[src/rtl/conv_window_gen_if.sv]
// Pixel-stream in / KxK window out handshake bundle for conv_window_gen.
// slave  : the window generator (consumes pixels, produces windows)
// master : the environment feeding pixels and draining windows
interface conv_window_gen_if #(
   parameter int DATA_W = 8,
   parameter int IN_CH  = 1,
   parameter int K      = 3
);
   localparam int PIX_W = DATA_W * IN_CH;

   logic [PIX_W-1:0]                 pix_data;
   logic                             pix_valid;
   logic                             pix_ready;
   logic [K-1:0][K-1:0][PIX_W-1:0]   window;
   logic                             win_valid;
   logic                             win_ready;
   logic                             frame_done;

   modport slave (
      input  pix_data, pix_valid, win_ready,
      output pix_ready, window, win_valid, frame_done
   );

   modport master (
      output pix_data, pix_valid, win_ready,
      input  pix_ready, window, win_valid, frame_done
   );
endinterface

[src/rtl/conv_window_gen.sv]
// Raster pixel stream to KxK sliding-window generator. K-1 line buffers hold
// the previous rows; a KxK column shift register assembles the window. One
// window is emitted per position where the kernel fully fits, with full
// backpressure: the whole pipe stalls while a window sits unconsumed.
module conv_window_gen #(
   parameter int DATA_W = 8,
   parameter int IN_CH  = 1,
   parameter int K      = 3,
   parameter int IMG_W  = 5,
   parameter int IMG_H  = 5
) (
   input  logic              clk,
   input  logic              rst,
   conv_window_gen_if.slave  bus
);
   localparam int PIX_W = DATA_W * IN_CH;
   localparam int CW    = $clog2(IMG_W);
   localparam int RW    = $clog2(IMG_H);

   localparam logic [CW-1:0] COL_LAST = CW'(IMG_W - 1);
   localparam logic [RW-1:0] ROW_LAST = RW'(IMG_H - 1);
   localparam logic [CW-1:0] COL_FIT  = CW'(K - 1);
   localparam logic [RW-1:0] ROW_FIT  = RW'(K - 1);

   logic [CW-1:0]                   col_q, col_d;
   logic [RW-1:0]                   row_q, row_d;
   logic [K-1:0][K-1:0][PIX_W-1:0]  window_q, window_d;
   logic                            win_valid_q, win_valid_d;
   logic                            frame_done_q, frame_done_d;

   // Row 0 is the oldest buffered line, row K-2 the most recent one.
   logic [PIX_W-1:0]                lb_q [K-1][IMG_W];
   logic [K-1:0][PIX_W-1:0]         col_new;

   logic                            pix_ready;
   logic                            accept;

   assign pix_ready      = !win_valid_q || bus.win_ready;
   assign accept         = bus.pix_valid && pix_ready;

   assign bus.pix_ready  = pix_ready;
   assign bus.window     = window_q;
   assign bus.win_valid  = win_valid_q;
   assign bus.frame_done = frame_done_q;

   // New right-hand window column: buffered rows of this column, top to bottom, then the live pixel.
   always_comb begin
      col_new = '0;
      for (int kr = 0; kr < K - 1; kr++) begin
         col_new[kr] = lb_q[kr][col_q];
      end
      col_new[K-1] = bus.pix_data;
   end

   // Line buffers: the accepted column moves up one row, the live pixel becomes the newest row.
   // Left uninitialised; each entry is written before it can reach a valid window.
   always_ff @(posedge clk) begin
      if (accept) begin
         for (int kr = 0; kr < K - 1; kr++) begin
            lb_q[kr][col_q] <= col_new[kr + 1];
         end
      end
   end

   // Next-state: window shift, raster counters, window valid and frame-done pulse.
   always_comb begin
      col_d        = col_q;
      row_d        = row_q;
      window_d     = window_q;
      win_valid_d  = win_valid_q;
      frame_done_d = 1'b0;

      if (bus.win_ready) begin
         win_valid_d = 1'b0;
      end

      if (accept) begin
         for (int kr = 0; kr < K; kr++) begin
            for (int kc = 0; kc < K - 1; kc++) begin
               window_d[kr][kc] = window_q[kr][kc + 1];
            end
            window_d[kr][K-1] = col_new[kr];
         end

         // A consume in the same cycle is overridden here, so back-to-back windows have no bubble.
         if (row_q >= ROW_FIT && col_q >= COL_FIT) begin
            win_valid_d = 1'b1;
         end

         if (col_q == COL_LAST) begin
            col_d = '0;
            if (row_q == ROW_LAST) begin
               row_d        = '0;
               frame_done_d = 1'b1;
            end else begin
               row_d = row_q + RW'(1);
            end
         end else begin
            col_d = col_q + CW'(1);
         end
      end
   end

   // State registers.
   always_ff @(posedge clk or posedge rst) begin
      if (rst) begin
         col_q        <= '0;
         row_q        <= '0;
         window_q     <= '0;
         win_valid_q  <= 1'b0;
         frame_done_q <= 1'b0;
      end else begin
         col_q        <= col_d;
         row_q        <= row_d;
         window_q     <= window_d;
         win_valid_q  <= win_valid_d;
         frame_done_q <= frame_done_d;
      end
   end
endmodule

[src/flat_wrapper.sv]
// flat-port wrapper written by rule: the top's interface ports become plain ports
module conv_window_gen_flat 
#(
   parameter int DATA_W = 8,
   parameter int IN_CH  = 1,
   parameter int K      = 3,
   parameter int IMG_W  = 5,
   parameter int IMG_H  = 5
)
  (clk, rst, bus_pix_data, bus_pix_valid, bus_win_ready, bus_pix_ready, bus_window, bus_win_valid, bus_frame_done);
  conv_window_gen_if #(.DATA_W(DATA_W), .IN_CH(IN_CH), .K(K)) bus_i ();
  input  logic clk;
  input  logic rst;
  input wire logic [$bits(bus_i.pix_data)-1:0] bus_pix_data;
  input wire logic [$bits(bus_i.pix_valid)-1:0] bus_pix_valid;
  input wire logic [$bits(bus_i.win_ready)-1:0] bus_win_ready;
  output wire logic [$bits(bus_i.pix_ready)-1:0] bus_pix_ready;
  output wire logic [$bits(bus_i.window)-1:0] bus_window;
  output wire logic [$bits(bus_i.win_valid)-1:0] bus_win_valid;
  output wire logic [$bits(bus_i.frame_done)-1:0] bus_frame_done;
  assign bus_i.pix_data = bus_pix_data;
  assign bus_i.pix_valid = bus_pix_valid;
  assign bus_i.win_ready = bus_win_ready;
  assign bus_pix_ready = bus_i.pix_ready;
  assign bus_window = bus_i.window;
  assign bus_win_valid = bus_i.win_valid;
  assign bus_frame_done = bus_i.frame_done;
  conv_window_gen #(.DATA_W(DATA_W), .IN_CH(IN_CH), .K(K), .IMG_W(IMG_W), .IMG_H(IMG_H)) u_core (.clk(clk), .rst(rst), .bus(bus_i));
endmodule
[config.mk]
export PLATFORM = sky130hd
export DESIGN_NAME = conv_window_gen_flat
export DESIGN_NICKNAME = d
export VERILOG_FILES = /design/src/rtl/conv_window_gen_if.sv /design/src/rtl/conv_window_gen.sv /design/src/flat_wrapper.sv
export SDC_FILE = /design/constraint.sdc
export NUM_CORES = 1
export LEC_CHECK = 0
export CORE_MARGIN = 2
export CORE_UTILIZATION = 35
export CTS_CLUSTER_SIZE = 28
export DETAILED_ROUTE_END_ITERATION = 6
export HOLD_SLACK_MARGIN = 0.12
export SYNTH_ARGS = -nofsm -noshare
export SYNTH_HDL_FRONTEND = slang
export SYNTH_SLANG_ARGS = --single-unit
[constraint.sdc]
create_clock -name clk -period 3.6 [get_ports clk]
set_input_delay 0.72 -clock clk [delete_from_list [all_inputs] [get_ports clk]]
set_output_delay 0.72 -clock clk [all_outputs]
set_load 0.05 [all_outputs]
## Word level (Yosys, flattened, before mapping)

Memory sizes are Yosys's and may differ from the RTL's.
Cells that the tools add are included.

- Register bits after elaboration: 80
- Bits in writable memories: 80
- Input port bits: 12
- Word-level logic and storage cells: 47
- Memories: 1

- Add/subtract/negate cells: 2
- $lt $le $gt $ge: 4
- Eq/ne operators: 2
- Multiplexer cells: 18
- Bitwise operators: 1
- Reductions and logical operators: 6

Memories:

| name | depth | width | rd ports | clocked after Yosys merged registers in | wr ports | RTL line | source |
|---|---|---|---|---|---|---|---|
| u_core.lb_q | 2 | 40 | 2 | 0 | 2 | conv_window_gen.sv:32 | `logic [PIX_W-1:0] lb_q [K-1][IMG_W];` |

Operators by type and width:

| cell | count |
|---|---|
| $bmux W8 S3 | 2 |
| $mux W40 | 1 |
| $mux W8 | 5 |
| $demux W8 S3 | 1 |
| $mux W1 | 7 |
| $add A3 B1 Y3 const B | 2 |
| $eq A3 B3 Y1 const B | 2 |
| $ge A3 B2 Y1 const B | 2 |
| $mux W3 | 2 |
| $ge A4 B4 Y1 const B | 1 |
| $lt A4 B1 Y1 const B | 1 |
| $not A3 Y4 | 1 |
| $logic_and A1 B1 Y1 | 3 |
| $reduce_and A2 Y1 | 1 |
| $logic_not A1 Y1 | 1 |
| $logic_or A1 B1 Y1 | 1 |

## Logic depth before layout (Yosys ltp)

- Depth in word-level cells: 6
- Gate-level depth with buffers: 8
- Mapped depth without buffers: 5

## Worst setup path after synthesis

OpenSTA, ideal clock, no wires.

- Path type: flip-flop to flip-flop
- Start point: reg u_core.win_valid_q (netlist: u_core.bus.win_valid)
- End point: mem u_core.lb_q[0][32] (netlist name), enable pin
- Setup time: 0.430 ns
- Arrival: 2.769 ns
- Required time: 3.170 ns
- Setup slack: 0.401 ns
- Stages on the path, launching flop included: 6
- Path buffers: 1
- Period minus slack after synthesis: 3.199 ns
- Cell sequence: dfrtp_1 > nor2b_1 > buf_4 > inv_1 > nand2_1 > nor4_1

RTL lines:

| element | RTL line | source |
|---|---|---|
| from (decl) | conv_window_gen.sv:28 | `logic win_valid_q, win_valid_d;` |
| from (signal assigned) | conv_window_gen.sv:116 | `win_valid_q <= win_valid_d;` |
| to (decl) | conv_window_gen.sv:32 |  |

## Worst setup path after layout

- Start point: in bus_win_ready
- End point: out bus_pix_ready

- Cells in the longest elaborated chain, start to end: 1

RTL lines:

| element | RTL line | source |
|---|---|---|
| from (decl) | flat_wrapper.sv:16 | `input wire logic [$bits(bus_i.win_ready)-1:0] bus_win_ready;` |
| $logic_or A1 B1 Y1 | conv_window_gen.sv:38 | `assign pix_ready = !win_valid_q \|\| bus.win_ready;` |
| to (decl) | flat_wrapper.sv:17 | `output wire logic [$bits(bus_i.pix_ready)-1:0] bus_pix_ready;` |

No other way between the ends.

==> run metrics <==
# rows=~50; CTS Buf Count=17; cell family with most CP delay=buffers and inverters; Slew @ Worst Pin=844.1 ps; multiplexer share of the synthesized area=~15%; clk root buf=clkbuf_16; Post-Syn Instances=roughly 390; initial antenna violation count=0; reg-to-reg endpoint=u_core.lb_q[0][77]; Die Y=around 140 um; pin count of the biggest net entering global routing=47; share of flip-flops with an asynchronous set or reset=roughly half; global-route wire length before repair=roughly 21000 um; peak supply drop=0.0007508 V; Crit-path slowest cell=nor2b_1; CTS max path bufs=2; crit-path cells=clkdlybuf4s50_1 -> nor2b_1 -> inv_1 -> buf_4; die width=138.5 um; Area Overhead vs Synth=28.32%; Achievable Freq=between 0.2 and 0.3 GHz; max incr delay on CP=660 ps; Iteration-0 DRC Markers=approximately 220; Worst Setup SP=bus_win_ready; Initial Util=35.49%; IO Count=87; Non-Filler Instances=approximately 730; htree depth=4; Compound-Gate Fraction of Synth Area=under 10%; Slew HR=between 40% and 50%; worst-path maximum fanout=14; DR vias/cell=4.992; Yosys cell types=42; number of port buffers=86; Min-Delay Path Class=reg -> reg; CP Class=in -> out; CTS Sinks=160; syn_nets=408; share of layout cells above drive strength 1=26.73%; 1st-pass router iterations=5; crit end category=output port; pwr dens=1054 mW/mm^2; minimum clock period=around 3300 ps; fin util=approximately 46%; Synth Register Bits=between 150 and 200; Static Leakage=slightly above 3 nW; max_cap viols=0; die area=between 0.015 and 0.02 mm^2; DRC Markers=0; CORE AREA=~0.018 mm^2; Detailed Place HPWL=around 8900 um; XOR/XNOR share of the synthesized area=0%; worst reg-to-reg setup slack=just over 1000 ps; Avg Inst Size Synth=16.19 um^2; Fill cells=roughly 1600; clk_skew=~9.1 ps; WP buf/inv=3; Final Hold Viols=0; post-synthesis cell area=between 0.006 and 0.007 mm^2; CP startpoint kind=input pin; Vias=about 3700; total gr overflow=0; clock-pin slew on the worst setup and hold paths=60 ps; Routed WL per cell=17.95 um; vias in the first global route=between 3000 and 4000; # hold bufs at CTS=0; Setup TNS=0 ps; final wirelength=about 13000 um; Yosys Warn Count=0; clk_lat worst skew=roughly 420 ps; Final setup viols=0; RSZ-0062 raised after global routing=false; Resize count post-CTS=0; final net count=around 500; Post-Synth Simple-Gate Area=4.605%; Worst Setup EP=bus_pix_ready; Post-DRT Antenna Nets=0; EDFF count, synth=80; Reg-to-Reg Start=u_core.bus.win_valid; run status=completed; crit share post-route=between 90% and 100%; Routability Congestion=approximately 0.74; Slew Viols, Final=0; diodes inserted=0; Main synth FF type=edfxtp_1; adder-cell area share of the yosys netlist=0.9881%; post-CTS setup buffers=0; main combinational cell family by area after synthesis=multiplexers; Tot GR Track Use=14.37%; Seq/Total Area, Yosys=69.57%; Crit path required time=between 2000 and 3000 ps; CTS tree=built; placed cell count=702; cells on worst reg2reg path=5; Worst EP arrival=between 2000 and 3000 ps; Levels on crit path=4
[worst register-to-register path: cells and delay by family, from the launching register on]
kind | cells | cell delay (ps)
buffers and inverters | 2 | 730
DFF | 1 | 340
and+or+nand+nor | 3 | 1230
[layer usage]
layer / vias up / global-route usage [%] / part of all wire [%]
met2: 101 / 23.40 / 49
li1: 1687 / - / -
met4: 0 / 5.747 / 1.6
met3: 20 / 3.187 / 5.3
met5: - / 0 / 0
met1: 1856 / 18.82 / 44
[worst min-delay path by stage]
| stage | to | slack, ps | startpoint | depth (start not counted) |
|---|---|---|---|---|
| after floorplan | u_core.bus.window[19] | 520 | u_core.lb_q[0][27] | 2 |
| after global placement | u_core.bus.window[5] | 490 | u_core.bus.window[5] | 1 |
| after detailed placement | u_core.bus.window[53] | 490 | u_core.bus.window[53] | 1 |
| after CTS | u_core.bus.window[27] | 510 | u_core.bus.window[27] | 1 |
| after global routing | u_core.bus.window[5] | 530 | u_core.bus.window[5] | 1 |
| final | u_core.bus.window[27] | 500 | u_core.bus.window[27] | 1 |
[where the power goes]
group          switching, mW  internal, mW  total, mW
clock network          0.710          1.22       1.93
logic                   2.27          1.31       3.58
registers              0.426          2.63       3.06
[per-stage QoR]
step           total power [mW]  cell area (um^2)  setup slack (ps)  hold slack (ps)
3_3_place_gp              6.626              7480             297.4            488.7
2_1_floorplan             5.457              6331             401.1            517.4
5_1_grt                   8.961              8124             148.3            528.0
3_5_place_dp              6.692              7480             228.0            494.3
6_report                  8.565              8124             265.3            504.5
4_1_cts                   8.646              8124             260.9            508.5
[Yosys cell counts, types with 4 or more instances]
library cell / count / area [um^2]
a22oi_1: 8 / 60.06
ha_1: 5 / 62.56
dfrtp_1: 80 / 2002
buf_6: 5 / 56.30
mux2_2: 71 / 799.5
buf_4: 5 / 37.54
o21ai_0: 16 / 80.08
a31oi_1: 12 / 75.07
and3b_1: 6 / 52.55
and3_1: 4 / 25.02
a21oi_1: 13 / 65.06
buf_2: 6 / 30.03
nand2b_1: 5 / 31.28
edfxtp_1: 80 / 2402
nand3_1: 5 / 25.02
nand2_1: 12 / 45.04
inv_1: 6 / 22.52
clkbuf_1: 8 / 30.03
[cells in the final DEF, fill, tap and decap left out, types with 2 or more instances in the layout]
cell type | synthesis | final
nor2b_1 | 2 | 2
nand3_1 | 5 | 5
mux2_4 | 2 | 2
mux2i_1 | 3 | 3
ha_1 | 5 | 5
and3b_1 | 6 | 6
buf_4 | 5 | 21
bufinv_16 | 0 | 4
and3_1 | 4 | 4
mux4_1 | 2 | 2
inv_1 | 6 | 5
clkinv_2 | 0 | 4
a32oi_1 | 3 | 3
a22oi_1 | 8 | 8
mux4_2 | 2 | 2
nor2_4 | 2 | 2
mux2_2 | 71 | 71
inv_6 | 0 | 3
dfrtp_1 | 80 | 80
edfxtp_1 | 80 | 80
a211o_1 | 3 | 3
o2111ai_1 | 3 | 3
clkbuf_16 | 0 | 18
clkdlybuf4s50_1 | 0 | 85
a21boi_0 | 3 | 3
o211ai_1 | 3 | 3
clkinvlp_4 | 0 | 2
nor2_1 | 3 | 3
a31oi_1 | 12 | 12
nand2_1 | 12 | 12
nand4_1 | 2 | 2
a21oi_1 | 13 | 13
nand2b_1 | 5 | 5
o21ai_0 | 16 | 16
[cells by family (layout without fill, tap and decap cells)]
kind of cell | count (synthesis) | count (layout)
compound gates | 68 | 68
fa+ha+maj | 5 | 5
buf+inv | 31 | 145
flops | 160 | 160
mux | 80 | 80
simple gates | 47 | 47
[layout make-up]
cell class              instances  area, um^2  area share [%]
inverters                       7       27.53          0.3388
clock inverters                13       180.2           2.218
multi-input cells             200        1753           21.58
well taps                     229       286.5           3.527
repair buffers                106        1008           12.41
flip-flops and latches        160        4404           54.21
clock buffers                  19       464.2           5.714
[state kept, by name (all words and copies together), names as in the netlist]
signal and cells:
u_core.lb_q 80, u_core.bus.window 72, u_core.bus.win_valid 1, u_core.col_q 3
u_core.row_q 3, u_core.bus.frame_done 1
Note: power is estimated with default switching activity, not from simulation.
==> edit: new RTL, same flow settings <==
Reset style: synchronous (`rst`), changed in one clocked block.
--- a/src/rtl/conv_window_gen.sv
+++ b/src/rtl/conv_window_gen.sv
@@ -104,3 +104,3 @@
    // State registers.
-   always_ff @(posedge clk or posedge rst) begin
+   always_ff @(posedge clk) begin
       if (rst) begin
Formal check against the unedited RTL: differs if rst is asserted again (counterexample within 4 cycles, from zero or initial values and one cycle with rst high); with rst held inactive, the same outputs for 10 cycles.
==> edit against the original RTL <==
Worst setup slack better by 540 ps; first-iteration DRC count increased by 8.4%; cell count grew 16%; largest cell class unchanged; routed wire length decreased by 0.98%; synthesized area is 4.5% lower; fmax increased by 19%; sequential share of layout area down 2.0 points; non-clock buffer count unchanged; count of clock-buffer cells in the layout is 3 higher; cell area fell by 5.6%; sequential cell count unchanged; via count rose by 13%.
Power is not compared: it rests on default switching activity, and its combinational part moved more than twofold at a synthesized area within 25%.
==> edit: results (changes against the original RTL) <==
[place]
placed_area_um2=7130  ; was 7480 um^2
hpwlAfterDp_um=8890  ; was 8870 um
dp.cells=816  ; was 702
gp_congestion=0.765  ; was 0.741

[global_route]
grt_pass1_vias=3917  ; was 3762
grt_pass1_wl_um=20500  ; was 21300 um
grt_start_max_net_pins=40  ; was 47
grt.total_usage_pct=14.7  ; was 14.4%

[synth]
ys_seq_area_share_pct=66.3  ; was 69.6%
async_flop_share_pct=0  ; was 50.0%
netlist_top_cells_area=edfxtp_1 (40%), dfxtp_1 (27%), nand2_1 (7.3%), a21oi_1 (6.0%), mux2i_1 (4.1%)  ; was edfxtp_1 (38%), dfrtp_1 (32%), mux2_2 (13%), o21ai_0 (1.3%), a31oi_1 (1.2%)
ys_types=37  ; was 42
syn_nets=543  ; was 408
synth_common_cells=nand2_1 (118), dfxtp_1 (80), edfxtp_1 (80)  ; was dfrtp_1 (80), edfxtp_1 (80), mux2_2 (71)

[routing]
routed_via_density=4.87  ; was 4.99
avgRoutedWirePerCell_um=15.4  ; was 18.0 um
drt-initial-drc-count=233  ; was 215

[worst_setup_path]
cp_slowest_cell=clkdlybuf4s50_1  ; was nor2b_1
r2r_start=u_core.col_q[0]  ; was u_core.bus.win_valid
cp.arrival_ps=2070  ; was 2610 ps

[min_path]
whs_path_depth=2  ; was 1

[cells_and_area]
nonClkBufAreaFrac_pct=13.3  ; was 12.4%
stdcell_count=848  ; was 734
seq_cells=160  ; unchanged
drive_above_1_share_pct=9.47  ; was 26.7%
multi_input_area_share_pct=23.6  ; was 21.6%
clock_area_share_pct=7.06  ; was 7.93%
final_nets=627  ; was 509

[sta]
hold_slack_ps=456  ; was 504 ps
fin_crit_ps=2790  ; was 3330 ps

[run_status]
status=complete, no violations  ; unchanged

[edit: cell types whose count changed after synthesis, moves of 22 or more]
cell	delta
dfrtp_1	-80
mux2i_1	+22
mux2_2	-71
nand2_1	+106
a21oi_1	+60
dfxtp_1	+80
[edit: per-layer routing]
layer  vias up  track usage [%]  part of all wire (%)  routed length (um)
li1       2049                -                     -                   -
met1      1978             18.5                    45                5860
met5         -                0                     0                   0
met3         9             4.53                   5.0                 655
met4         0             5.84                   1.2                 158
met2        91             23.6                    49                6370
[edit: worst max path at each step]
stage,endpoint,from
2_1_floorplan,u_core.lb_q[0][0],bus_win_ready
3_3_place_gp,bus_pix_ready,bus_win_ready
3_5_place_dp,u_core.bus.window[69],bus_pix_valid
4_1_cts,bus_pix_ready,bus_win_ready
5_1_grt,bus_pix_ready,bus_win_ready
6_report,bus_pix_ready,bus_win_ready
